===== src/rtl/flash_spi_reader.sv =====
// Byte-granular SPI NOR flash READ (0x03) engine, SPI mode 0, one byte per request.
// Define FLASH_STREAM_EN to keep CS asserted between reads so sequential addresses skip CMD/ADDR.
module flash_spi_reader #(
    parameter int          CLK_DIV  = 2,
    parameter logic [7:0]  READ_CMD = 8'h03
) (
    input  logic        clk,
    input  logic        rst,
    input  logic        rd_req,
    input  logic [23:0] rd_addr,
    output logic        rd_busy,
    output logic        rd_valid,
    output logic [7:0]  rd_data,
    output logic        spi_cs_n,
    output logic        spi_sck,
    output logic        spi_mosi,
    input  logic        spi_miso
);

    localparam int DIV_W = (CLK_DIV < 2) ? 1 : $clog2(CLK_DIV);
    localparam int GAP_W = $clog2(2 * CLK_DIV + 1);

    typedef enum logic [2:0] {
        S_IDLE,
        S_CMD,
        S_ADDR,
        S_DATA,
        S_GAP,
        S_HOLD
    } state_t;

    state_t             state_q;
    logic [DIV_W-1:0]   div_q;
    logic               sck_q;
    logic               cs_n_q;
    logic               mosi_q;
    logic               busy_q;
    logic               valid_q;
    logic [7:0]         data_q;
    logic [7:0]         rx_q;
    logic [31:0]        shift_q;
    logic [4:0]         bit_q;
    logic [GAP_W-1:0]   gap_q;
`ifdef FLASH_STREAM_EN
    logic [23:0]        addr_q;
    logic               restart_q;
    logic               seq_hit;
`endif

    logic phase_end;
    logic bit_end;

    // A bit ends on the last cycle of its high phase; MISO is sampled there too.
    assign phase_end = (div_q == DIV_W'(CLK_DIV - 1));
    assign bit_end   = phase_end && sck_q;

`ifdef FLASH_STREAM_EN
    assign seq_hit = (rd_addr == addr_q + 24'd1);
`endif

    always_ff @(posedge clk or negedge rst) begin
        if (!rst) begin
            state_q   <= S_IDLE;
            div_q     <= '0;
            sck_q     <= 1'b0;
            cs_n_q    <= 1'b1;
            mosi_q    <= 1'b0;
            busy_q    <= 1'b0;
            valid_q   <= 1'b0;
            data_q    <= 8'h00;
            rx_q      <= 8'h00;
            shift_q   <= '0;
            bit_q     <= '0;
            gap_q     <= '0;
`ifdef FLASH_STREAM_EN
            addr_q    <= '0;
            restart_q <= 1'b0;
`endif
        end else begin
            valid_q <= 1'b0;
            case (state_q)
                S_IDLE: begin
                    if (rd_req) begin
`ifdef FLASH_STREAM_EN
                        addr_q  <= rd_addr;
`endif
                        shift_q <= {READ_CMD, rd_addr};
                        mosi_q  <= READ_CMD[7];
                        cs_n_q  <= 1'b0;
                        busy_q  <= 1'b1;
                        div_q   <= '0;
                        sck_q   <= 1'b0;
                        bit_q   <= '0;
                        state_q <= S_CMD;
                    end
                end

                S_CMD, S_ADDR, S_DATA: begin
                    if (phase_end) begin
                        div_q <= '0;
                        sck_q <= ~sck_q;
                    end else begin
                        div_q <= div_q + DIV_W'(1);
                    end
                    if (bit_end) begin
                        bit_q   <= bit_q + 5'd1;
                        shift_q <= shift_q << 1;
                        mosi_q  <= shift_q[30];
                        if (state_q == S_CMD && bit_q == 5'd7) begin
                            bit_q   <= '0;
                            state_q <= S_ADDR;
                        end
                        if (state_q == S_ADDR && bit_q == 5'd23) begin
                            bit_q   <= '0;
                            mosi_q  <= 1'b0;
                            state_q <= S_DATA;
                        end
                        if (state_q == S_DATA) begin
                            mosi_q <= 1'b0;
                            rx_q   <= {rx_q[6:0], spi_miso};
                            if (bit_q == 5'd7) begin
                                data_q  <= {rx_q[6:0], spi_miso};
                                valid_q <= 1'b1;
                                bit_q   <= '0;
`ifdef FLASH_STREAM_EN
                                busy_q  <= 1'b0;
                                state_q <= S_HOLD;
`else
                                // The valid cycle opens the CS-high window, which then runs 2*CLK_DIV more cycles.
                                cs_n_q  <= 1'b1;
                                gap_q   <= GAP_W'(2 * CLK_DIV);
                                state_q <= S_GAP;
`endif
                            end
                        end
                    end
                end

                S_GAP: begin
                    if (gap_q == '0) begin
`ifdef FLASH_STREAM_EN
                        if (restart_q) begin
                            restart_q <= 1'b0;
                            mosi_q    <= shift_q[31];
                            cs_n_q    <= 1'b0;
                            div_q     <= '0;
                            sck_q     <= 1'b0;
                            bit_q     <= '0;
                            state_q   <= S_CMD;
                        end else begin
                            busy_q  <= 1'b0;
                            state_q <= S_IDLE;
                        end
`else
                        busy_q  <= 1'b0;
                        state_q <= S_IDLE;
`endif
                    end else begin
                        gap_q <= gap_q - GAP_W'(1);
                    end
                end

`ifdef FLASH_STREAM_EN
                S_HOLD: begin
                    if (rd_req) begin
                        addr_q <= rd_addr;
                        busy_q <= 1'b1;
                        div_q  <= '0;
                        sck_q  <= 1'b0;
                        bit_q  <= '0;
                        if (seq_hit) begin
                            mosi_q  <= 1'b0;
                            state_q <= S_DATA;
                        end else begin
                            // Non-sequential: drop CS for 2*CLK_DIV cycles, then re-command the flash.
                            shift_q   <= {READ_CMD, rd_addr};
                            cs_n_q    <= 1'b1;
                            restart_q <= 1'b1;
                            gap_q     <= GAP_W'(2 * CLK_DIV - 1);
                            state_q   <= S_GAP;
                        end
                    end
                end
`endif

                default: state_q <= S_IDLE;
            endcase
        end
    end

    assign rd_busy  = busy_q;
    assign rd_valid = valid_q;
    assign rd_data  = data_q;
    assign spi_cs_n = cs_n_q;
    assign spi_sck  = sck_q;
    assign spi_mosi = mosi_q;

endmodule

===== config.mk =====
export PLATFORM = sky130hd
export DESIGN_NAME = flash_spi_reader
export DESIGN_NICKNAME = d
export VERILOG_FILES = /design/src/rtl/flash_spi_reader.sv
export SDC_FILE = /design/constraint.sdc
export NUM_CORES = 1
export LEC_CHECK = 0
export CAP_MARGIN = 20
export CORE_ASPECT_RATIO = 1.25
export CORE_MARGIN = 3
export CORE_UTILIZATION = 59
export DETAILED_ROUTE_END_ITERATION = 7
export GPL_TIMING_DRIVEN = 0
export PLACE_DENSITY = 0.86
export SLEW_MARGIN = 20
export SYNTH_ARGS = -nofsm -noshare
export SYNTH_HDL_FRONTEND = slang
export SYNTH_SLANG_ARGS = --single-unit

===== constraint.sdc =====
create_clock -name clk -period 3.1 [get_ports clk]
set_input_delay 0.62 -clock clk [delete_from_list [all_inputs] [get_ports clk]]
set_output_delay 0.62 -clock clk [all_outputs]
set_load 0.05 [all_outputs]

=== After elaboration in Yosys (flattened, before gate mapping) ===
Index checks and enable logic that the tools add are counted.

* Flip-flop bits (word level): 63
* Latch bits: 0
* RAM bits: 0
* Bits in read-only memories: 0
* Bits of input ports: 28
* Output and inout port bits: 13
* Word-level logic and storage cells: 90
* Memories kept: 0

* Add/sub/neg operators: 3
* Multiply operators: 0
* Divide/modulo/power cells: 0
* Order comparisons: 0
* Equality and inequality tests: 13
* Shift operators: 0
* Muxes and demuxes: 43
* Bitwise gates (word level): 1
* Reductions and logical operators: 18

{| class="wikitable"
|+ Operator list
! operator !! number
|-
| two-way mux 31 bit || 2
|-
| one-hot mux 31 bit (2 select lines) || 1
|-
| two-way mux 3 bit || 11
|-
| two-way mux 5 bit || 6
|-
| two-way mux 1 bit || 15
|-
| AND reduction 3 bit || 5
|-
| != test 2 bit (second input constant) || 7
|-
| one-hot mux 1 bit (2 select lines) || 5
|-
| one-hot mux 5 bit (2 select lines) || 1
|-
| AND reduction 5 bit || 2
|-
| one-hot mux 3 bit (3 select lines) || 1
|-
| == test 3 x 2 -> 1 bit (second input constant) || 2
|-
| zero test 3 bit || 2
|-
| one-hot mux 3 bit (2 select lines) || 1
|-
| nonzero test 2 bit || 3
|-
| adder 5 x 1 -> 5 bit (second input constant) || 1
|-
| == test 5 x 3 -> 1 bit (second input constant) || 1
|-
| == test 5 bit (second input constant) || 1
|-
| AND reduction 4 bit || 1
|-
| == test 3 x 1 -> 1 bit (second input constant) || 1
|-
| == test 3 bit (second input constant) || 1
|-
| logical AND 1 bit || 3
|-
| OR reduction 3 bit || 1
|-
| subtractor 3 x 1 -> 3 bit (second input constant) || 1
|-
| other kinds (3) || 3
|}

=== Depth between registers and ports, before layout ===
Gate-level depths: netlist of the first run.

* Depth after elaboration: 8
* Mapped depth: 6

=== Worst setup path before layout of the first run ===
Ideal clock, no wire load.

* Path type: input port to flip-flop
* Start: in rd_req
* End: reg shift_q[17]
* Data arrival time: 1.891 ns
* Required time: 2.975 ns
* Slack: 1.084 ns
* Cell stages on the path: 5
* Path buffers: 2
* Cell sequence: or3b_1 > buf_2 > a21oi_4 > buf_12 > mux2_4

* Longest elaborated chain between the ends: 2

{| class="wikitable"
|+ Ends and longest elaborated chain
! item !! line !! text
|-
| start: declaration || 9 || <nowiki>input logic rd_req,</nowiki>
|-
| != test 2 bit (no source line) || -- ||
|-
| AND reduction 3 bit (no source line) || -- ||
|-
| end signal: assignment || 87 || <nowiki>shift_q <= {READ_CMD, rd_addr};</nowiki>
|-
| end signal: assignment || 107 || <nowiki>shift_q <= shift_q << 1;</nowiki>
|-
| end: declaration || 41 || <nowiki>logic [31:0] shift_q;</nowiki>
|}

Every way passes these cells.
A chain may end at the register's enable or synchronous reset.

=== Final worst setup path of the first run ===
* Start: in rd_req
* End: reg shift_q[2]

The elaborated chain is that of the path after synthesis.

==> impl_metrics.json, run 1 <==
{
  "yosys.area_share.xor_xnor_pct": 0.5654,
  "setup_viol": 0,
  "syn2layout_area_growth_pct": 23.38,
  "drt_iter0_markers": 137,
  "synth_seq_cells": 63,
  "critical_path.n_buffers_inverters": 3,
  "worstSetupStartpointType": "input port",
  "crit_cells": 6,
  "drtAntennaViolNets": 0,
  "global_route.usage.total_pct": 21.15,
  "fill_cells": 314,
  "arrival_worst_endpoint_ns": 2.57,
  "synth_top_cell_area_share_pct": 50.08,
  "power.ir.vdd_worst_mv": 0.5565,
  "number_of_synthesized_flops_with_an_enable_pin": 0,
  "r2r.worst_path.cells": 6,
  "p_total_mw": 3.106,
  "cts_num_sinks": 63,
  "post_cts.resized_instances": 0,
  "synth_seq_area_share_pct": 50.93,
  "register_cell_area_after_layout_um2": 1578,
  "rsz0062_at_grt": "no",
  "worst_slew_margin_rel_pct": 60.91,
  "worstSetupEndpoint": "shift_q[2]$_DFFE_PN0P_",
  "grt_first_pass_wirelength_um": 10010,
  "antennaDiodeCount": 0,
  "final_core_util_pct": 77.93,
  "crit_fanout": 10,
  "final_max_slew_viol_count": 0,
  "tritoncts.num_buffers": 9,
  "antenna_found_initial": 0,
  "most-common-layout-cells": "62 x sky130_fd_sc_hd__dfrtp_1, 46 x sky130_fd_sc_hd__mux2_2, 39 x sky130_fd_sc_hd__clkdlybuf4s50_1",
  "max-clock-path-buffers": 2,
  "netlist_area_um2": 3098,
  "timing.setup.critical_path_class": "in2reg",
  "end_kind": "register",
  "maxClockFrequency_ghz": 0.4252,
  "rows": 28,
  "setup.worst_path.start": "rd_req",
  "cts_tree": "built",
  "globalRoute.totalOverflow": 0,
  "hold_bufs_at_cts": 0,
  "synth-async-reset-ratio_pct": 100.0,
  "pwr_density_cell_nw_per_um2": 812.6,
  "post-route-drc-count": 0,
  "number_of_top_level_pins": 41,
  "synth.top_cells.by_area": "sky130_fd_sc_hd__dfrtp_1 50%, sky130_fd_sc_hd__mux2_2 17%, sky130_fd_sc_hd__mux2_4 9.2%",
  "hp-class": "in2async",
  "layout-drive-gt1-share_pct": 32.54,
  "die_outline_area_um2": 6162,
  "count_of_nets_after_finishing": 321,
  "routed_wirelength_um": 5918,
  "placed_cell_area_um2": 3591,
  "synthesis.instances": 238,
  "slowest_stage": "sky130_fd_sc_hd__clkdlybuf4s50_1",
  "yosysUniqueCellTypes": 47,
  "leakage_nw": 1.762,
  "cp_top_family": "buffers and inverters",
  "final.min_clock_period_ns": 2.352,
  "ctsHtreeMaxLevel": 3,
  "floorplan.die.height_um": 87.02,
  "detailroute.via_count": 2015,
  "initial_core_util_pct": 63.16,
  "port_buffers": 40,
  "final_cell_area_um2": 3822,
  "synthesis.yosys.warnings": 0,
  "final_worst_path_cycle_share_pct": 75.86,
  "leading_cell_type_in_the_layout_fill_and_taps_excluded": "sky130_fd_sc_hd__dfrtp_1",
  "cap_violations": 0,
  "tightestPinTransition_ns": 0.5864,
  "worstSkewPairLatency_ns": 0.34,
  "grt_max_degree": 33,
  "post_synthesis_cell_type_with_the_largest_combined_area": "sky130_fd_sc_hd__dfrtp_1",
  "drt-pass1-iter-count": 4,
  "muxShareOfSynthArea_pct": 28.51,
  "vias_in_the_first_global_route": 2080,
  "post_dr_wirelength_cell_um": 16.67,
  "synthAdderAreaFrac_pct": 1.212,
  "syn-num-nets": 269,
  "dp_hpwl_um": 4135,
  "clock_tree.root_cell": "sky130_fd_sc_hd__clkbuf_8",
  "main_combinational_cell_family_by_area_after_synthesis": "multiplexers",
  "multi_input_area_um2": 1381,
  "path_clk_slew_ns": 0.07,
  "share_of_the_synthesized_area_in_compound_gates_ao_oa_aoi_oai_pct": 7.189,
  "critPathMaxStageDelay_ns": 0.51,
  "clock_skew_ns": 0.008586,
  "post-cts-setup-buffer-count": 0,
  "synth_simple_gate_area_share_pct": 7.108,
  "r2r_slack_ns": 0.87,
  "result_of_the_run": "complete, no violations",
  "path_cells": "clkdlybuf4s50_1 > or3b_1 > buf_2 > a21oi_4 > buf_12 > mux2_4",
  "crit-reg2reg-capture": "rd_data[2]$_DFFE_PN0P_",
  "synth_area_per_cell_um2": 13.02,
  "r2r_start": "bit_q[0]$_DFFE_PN0P_",
  "coreArea_um2": 4905,
  "die_x_um": 70.81,
  "synthFlopType": "sky130_fd_sc_hd__dfrtp_1",
  "gp_congestion": 0.8720,
  "critical_path_required_ns": 3.32,
  "drt-vias-per-instance": 5.676,
  "hold_viol_final": 0
}
## power breakdown
group | internal, mW | switching, mW | total (mW) | leakage, nW
Sequential | 1.06 | 0.168 | 1.23 | 0.807
Combinational | 0.625 | 0.435 | 1.06 | 0.843
Clock | 0.495 | 0.319 | 0.814 | 0.112
## synthesized netlist by cell type (4+ instances only)
library cell / number
sky130_fd_sc_hd__buf_2: 4
sky130_fd_sc_hd__nand3_1: 4
sky130_fd_sc_hd__nand2b_1: 5
sky130_fd_sc_hd__mux2i_1: 8
sky130_fd_sc_hd__dfrtp_1: 62
sky130_fd_sc_hd__mux2_2: 46
sky130_fd_sc_hd__nor2_1: 7
sky130_fd_sc_hd__nor2b_1: 4
sky130_fd_sc_hd__mux2_4: 19
sky130_fd_sc_hd__o21ai_0: 10
sky130_fd_sc_hd__nand2_1: 10
sky130_fd_sc_hd__inv_1: 14
## metal layers
layer / track usage (%) / wire [um]
met2: 34.35 / 3064
met1: 26.65 / 2521
met5: 0 / 0
met4: 7.350 / 90
met3: 6.928 / 241
## registers in the layout, indices dropped and copies added, names as in the netlist
register	cells
bit_q	5
div_q	1
gap_q	3
rd_busy	1
rd_data	8
rd_valid	1
rx_q	7
shift_q	31
spi_cs_n	1
spi_mosi	1
spi_sck	1
state_q	3
## cells by family after synthesis
kind of cell	after synthesis
xor gates and xnor gates	2
adders and majority gates	3
muxes	73
AOI/OAI and AO/OA	31
DFF	63
buffers and inverters	25
and+or+nand+nor	41
## through the flow
stage	worst slack [ns]	setup TNS [ns]	hold WS, ns	instances
4_1_cts	0.7634	0	0.2199	355
2_1_floorplan	1.084	0	0.3244	238
5_1_grt	0.6997	0	0.2334	355
3_5_place_dp	0.4379	0	0.4929	339
6_report	0.7483	0	0.2109	355
3_3_place_gp	-0.6365	-39.37	0.4819	338
## worst min path at each step
| stage | start | to | slack, ns | cells past startpoint |
|---|---|---|---|---|
| after floorplan | rst | bit_q[0]$_DFFE_PN0P_ | 0.32 | 0 |
| after global placement | rx_q[6]$_DFFE_PN0P_ | rd_data[7]$_DFFE_PN0P_ | 0.48 | 1 |
| after detailed placement | rx_q[6]$_DFFE_PN0P_ | rd_data[7]$_DFFE_PN0P_ | 0.49 | 1 |
| after CTS | rst | shift_q[29]$_DFFE_PN0P_ | 0.22 | 1 |
| after global routing | rst | bit_q[1]$_DFFE_PN0P_ | 0.23 | 1 |
| final | rst | bit_q[1]$_DFFE_PN0P_ | 0.21 | 1 |
## layout make-up
class                      instances  area share [%]
multi-input combinational        150           36.14
tap                               60           1.964
clock buffer                      11           3.961
sequential                        63           41.28
timing repair buffer              41           10.93
buffer                            11           2.259
clock inverter                     5           2.095
inverter                          14           1.375
Power figures use the tool's default switching activity.
==> inputs of run 2 (changes only) <==
Settings changed: CORE_UTILIZATION 59 to 55, PLACE_DENSITY 0.86 to 0.81.
Clock period 3.1 ns to 2.35 ns, I/O delays scaled along.
==> run 2 against run 1 <==
Against the previous run:
- clock power rose by 29%
- final area barely moved
- total power rose by 31%
- critical path type unchanged
- first-iteration DRC count fell by 12%
- cell count rose by 0.56%
- highest routed layer unchanged
- largest cell class unchanged
- via count fell by 0.50%
- utilization fell by 5.3 points
- register-to-register slack got worse by 0.69 ns
==> impl_metrics.json, run 2 (synthesized netlist as in run 1, its figures left out) <==
{
  "setup_ws_ns": 0.1639,
  "tritoncts.num_buffers": 9,
  "detailroute.via_count": 2005,
  "met2WireLength_um": 2841,
  "end_kind": "register",
  "arrival_worst_endpoint_ns": 2.40,
  "die_outline_area_um2": 6575,
  "post_dr_wirelength_cell_um": 16.09,
  "worst_hold_slack_ns": 0.05963,
  "dp_slack_ns": -0.1793,
  "leakage_nw": 1.764,
  "final_core_util_pct": 72.68,
  "routed_wirelength_um": 5745,
  "fill_cells": 374,
  "worstSkewPairLatency_ns": 0.33,
  "critical_path_required_ns": 2.56,
  "post-route-drc-count": 0,
  "grt_first_pass_wirelength_um": 9853,
  "placed_cell_area_um2": 3593,
  "syn2layout_area_growth_pct": 23.42,
  "final_max_slew_viol_count": 0,
  "clock_skew_ns": 0.005637,
  "setup_viol": 0,
  "pwr_density_cell_nw_per_um2": 1066,
  "p_total_mw": 4.075,
  "coreArea_um2": 5261,
  "drt-vias-per-instance": 5.616,
  "most-common-layout-cells": "62 x sky130_fd_sc_hd__dfrtp_1, 46 x sky130_fd_sc_hd__mux2_2, 39 x sky130_fd_sc_hd__clkdlybuf4s50_1",
  "clock_tree.root_cell": "sky130_fd_sc_hd__clkbuf_8",
  "rsz0062_at_grt": "no",
  "layout-drive-gt1-share_pct": 32.20,
  "crit-reg2reg-capture": "rd_data[1]$_DFFE_PN0P_",
  "number_of_top_level_pins": 41,
  "port_buffers": 40,
  "max-clock-path-buffers": 2,
  "drt-pass1-iter-count": 4,
  "uppermost_metal_layer_occupied_by_signal_nets": "met4",
  "final_worst_path_cycle_share_pct": 93.03,
  "final.min_clock_period_ns": 2.186,
  "tightestPinTransition_ns": 0.5970,
  "result_of_the_run": "complete, no violations",
  "grt_max_degree": 36,
  "drtAntennaViolNets": 0,
  "hold_viol_final": 0,
  "cts_tree": "built",
  "largest_register": "shift_q",
  "count_of_nets_after_finishing": 321,
  "initial_core_util_pct": 58.88,
  "power.ir.vdd_worst_mv": 0.6811,
  "register_cell_area_after_layout_um2": 1578,
  "antennaDiodeCount": 0,
  "detail_route.wirelength.met1_um": 2521,
  "worst_slew_margin_rel_pct": 60.20,
  "final_cell_area_um2": 3824,
  "setup-tns-final_ns": 0,
  "cts_num_sinks": 63,
  "drt_iter0_markers": 121,
  "hp-class": "in2async",
  "r2r.worst_path.cells": 6,
  "dp.cells": 341,
  "crit_fanout": 10,
  "timing.setup.critical_path_class": "in2reg",
  "path_clk_slew_ns": 0.07,
  "antenna_found_initial": 0,
  "met3_length_um": 220,
  "r2r_slack_ns": 0.18,
  "r2r_start": "bit_q[0]$_DFFE_PN0P_",
  "dp_hpwl_um": 3950,
  "global_route.usage.total_pct": 19.28,
  "ctsHtreeMaxLevel": 3,
  "rows": 29,
  "floorplan.die.height_um": 89.91,
  "flip_flop_count_of_the_largest_register_all_copies_and_words_added": 31,
  "die_x_um": 73.13,
  "maxClockFrequency_ghz": 0.4574,
  "worstSetupStartpointType": "input port",
  "multi_input_area_um2": 1388,
  "gp_congestion": 0.8251,
  "vias_in_the_first_global_route": 2117,
  "leading_cell_type_in_the_layout_fill_and_taps_excluded": "sky130_fd_sc_hd__dfrtp_1",
  "final_instance_count_without_filler_cells": 357,
  "cap_violations": 0,
  "globalRoute.totalOverflow": 0
}
[run 2: repair_timing]
action	4_1_cts	5_1_grt
hold buffers	0	0
setup buffers	0	0
setup endpoints to repair	0	5
resized for setup	0	1
[run 2: routing by layer]
layer	vias to the layer above	global-route usage, %
met3	17	3.906
met1	987	24.89
met4	0	9.692
li1	948	-
met5	-	0
met2	53	30.22
[run 2: where the power goes]
part / switching, mW / total [mW] / internal (mW)
Combinational: 0.577 / 1.40 / 0.827
Clock: 0.393 / 1.05 / 0.655
Sequential: 0.219 / 1.62 / 1.40
Total: 1.19 / 4.08 / 2.89
[run 2: area by class of cell]
cell class,count,share of cell area (%)
Sequential cell,63,41.26
Multi-Input combinational cell,150,36.29
Timing Repair Buffer,41,10.93
Clock buffer,13,4.156
Buffer,11,2.258
Tap cell,62,2.029
Clock inverter,3,1.702
Inverter,14,1.374
[run 2: how the worst max path moves through the flow]
stage / slack [ns] / endpoint / start / cells after the start
finish: 0.16 / shift_q[22]$_DFFE_PN0P_ / rd_req / 6
global route: 0.03 / rd_data[1]$_DFFE_PN0P_ / bit_q[0]$_DFFE_PN0P_ / 6
CTS: 0.10 / rd_data[1]$_DFFE_PN0P_ / bit_q[0]$_DFFE_PN0P_ / 6
detailed placement: -0.18 / shift_q[22]$_DFFE_PN0P_ / rd_req / 6
global placement: -1.25 / shift_q[15]$_DFFE_PN0P_ / rst / 1
floorplan: 0.37 / shift_q[17]$_DFFE_PN0P_ / spi_sck$_DFFE_PN0P_ / 4
[run 2: critical path, stage by stage]
cell	delay [ns]
sky130_fd_sc_hd__clkdlybuf4s50_1	0.50
sky130_fd_sc_hd__or3b_1	0.34
sky130_fd_sc_hd__buf_2	0.17
sky130_fd_sc_hd__a21oi_4	0.40
sky130_fd_sc_hd__buf_12	0.21
sky130_fd_sc_hd__mux2_4	0.30
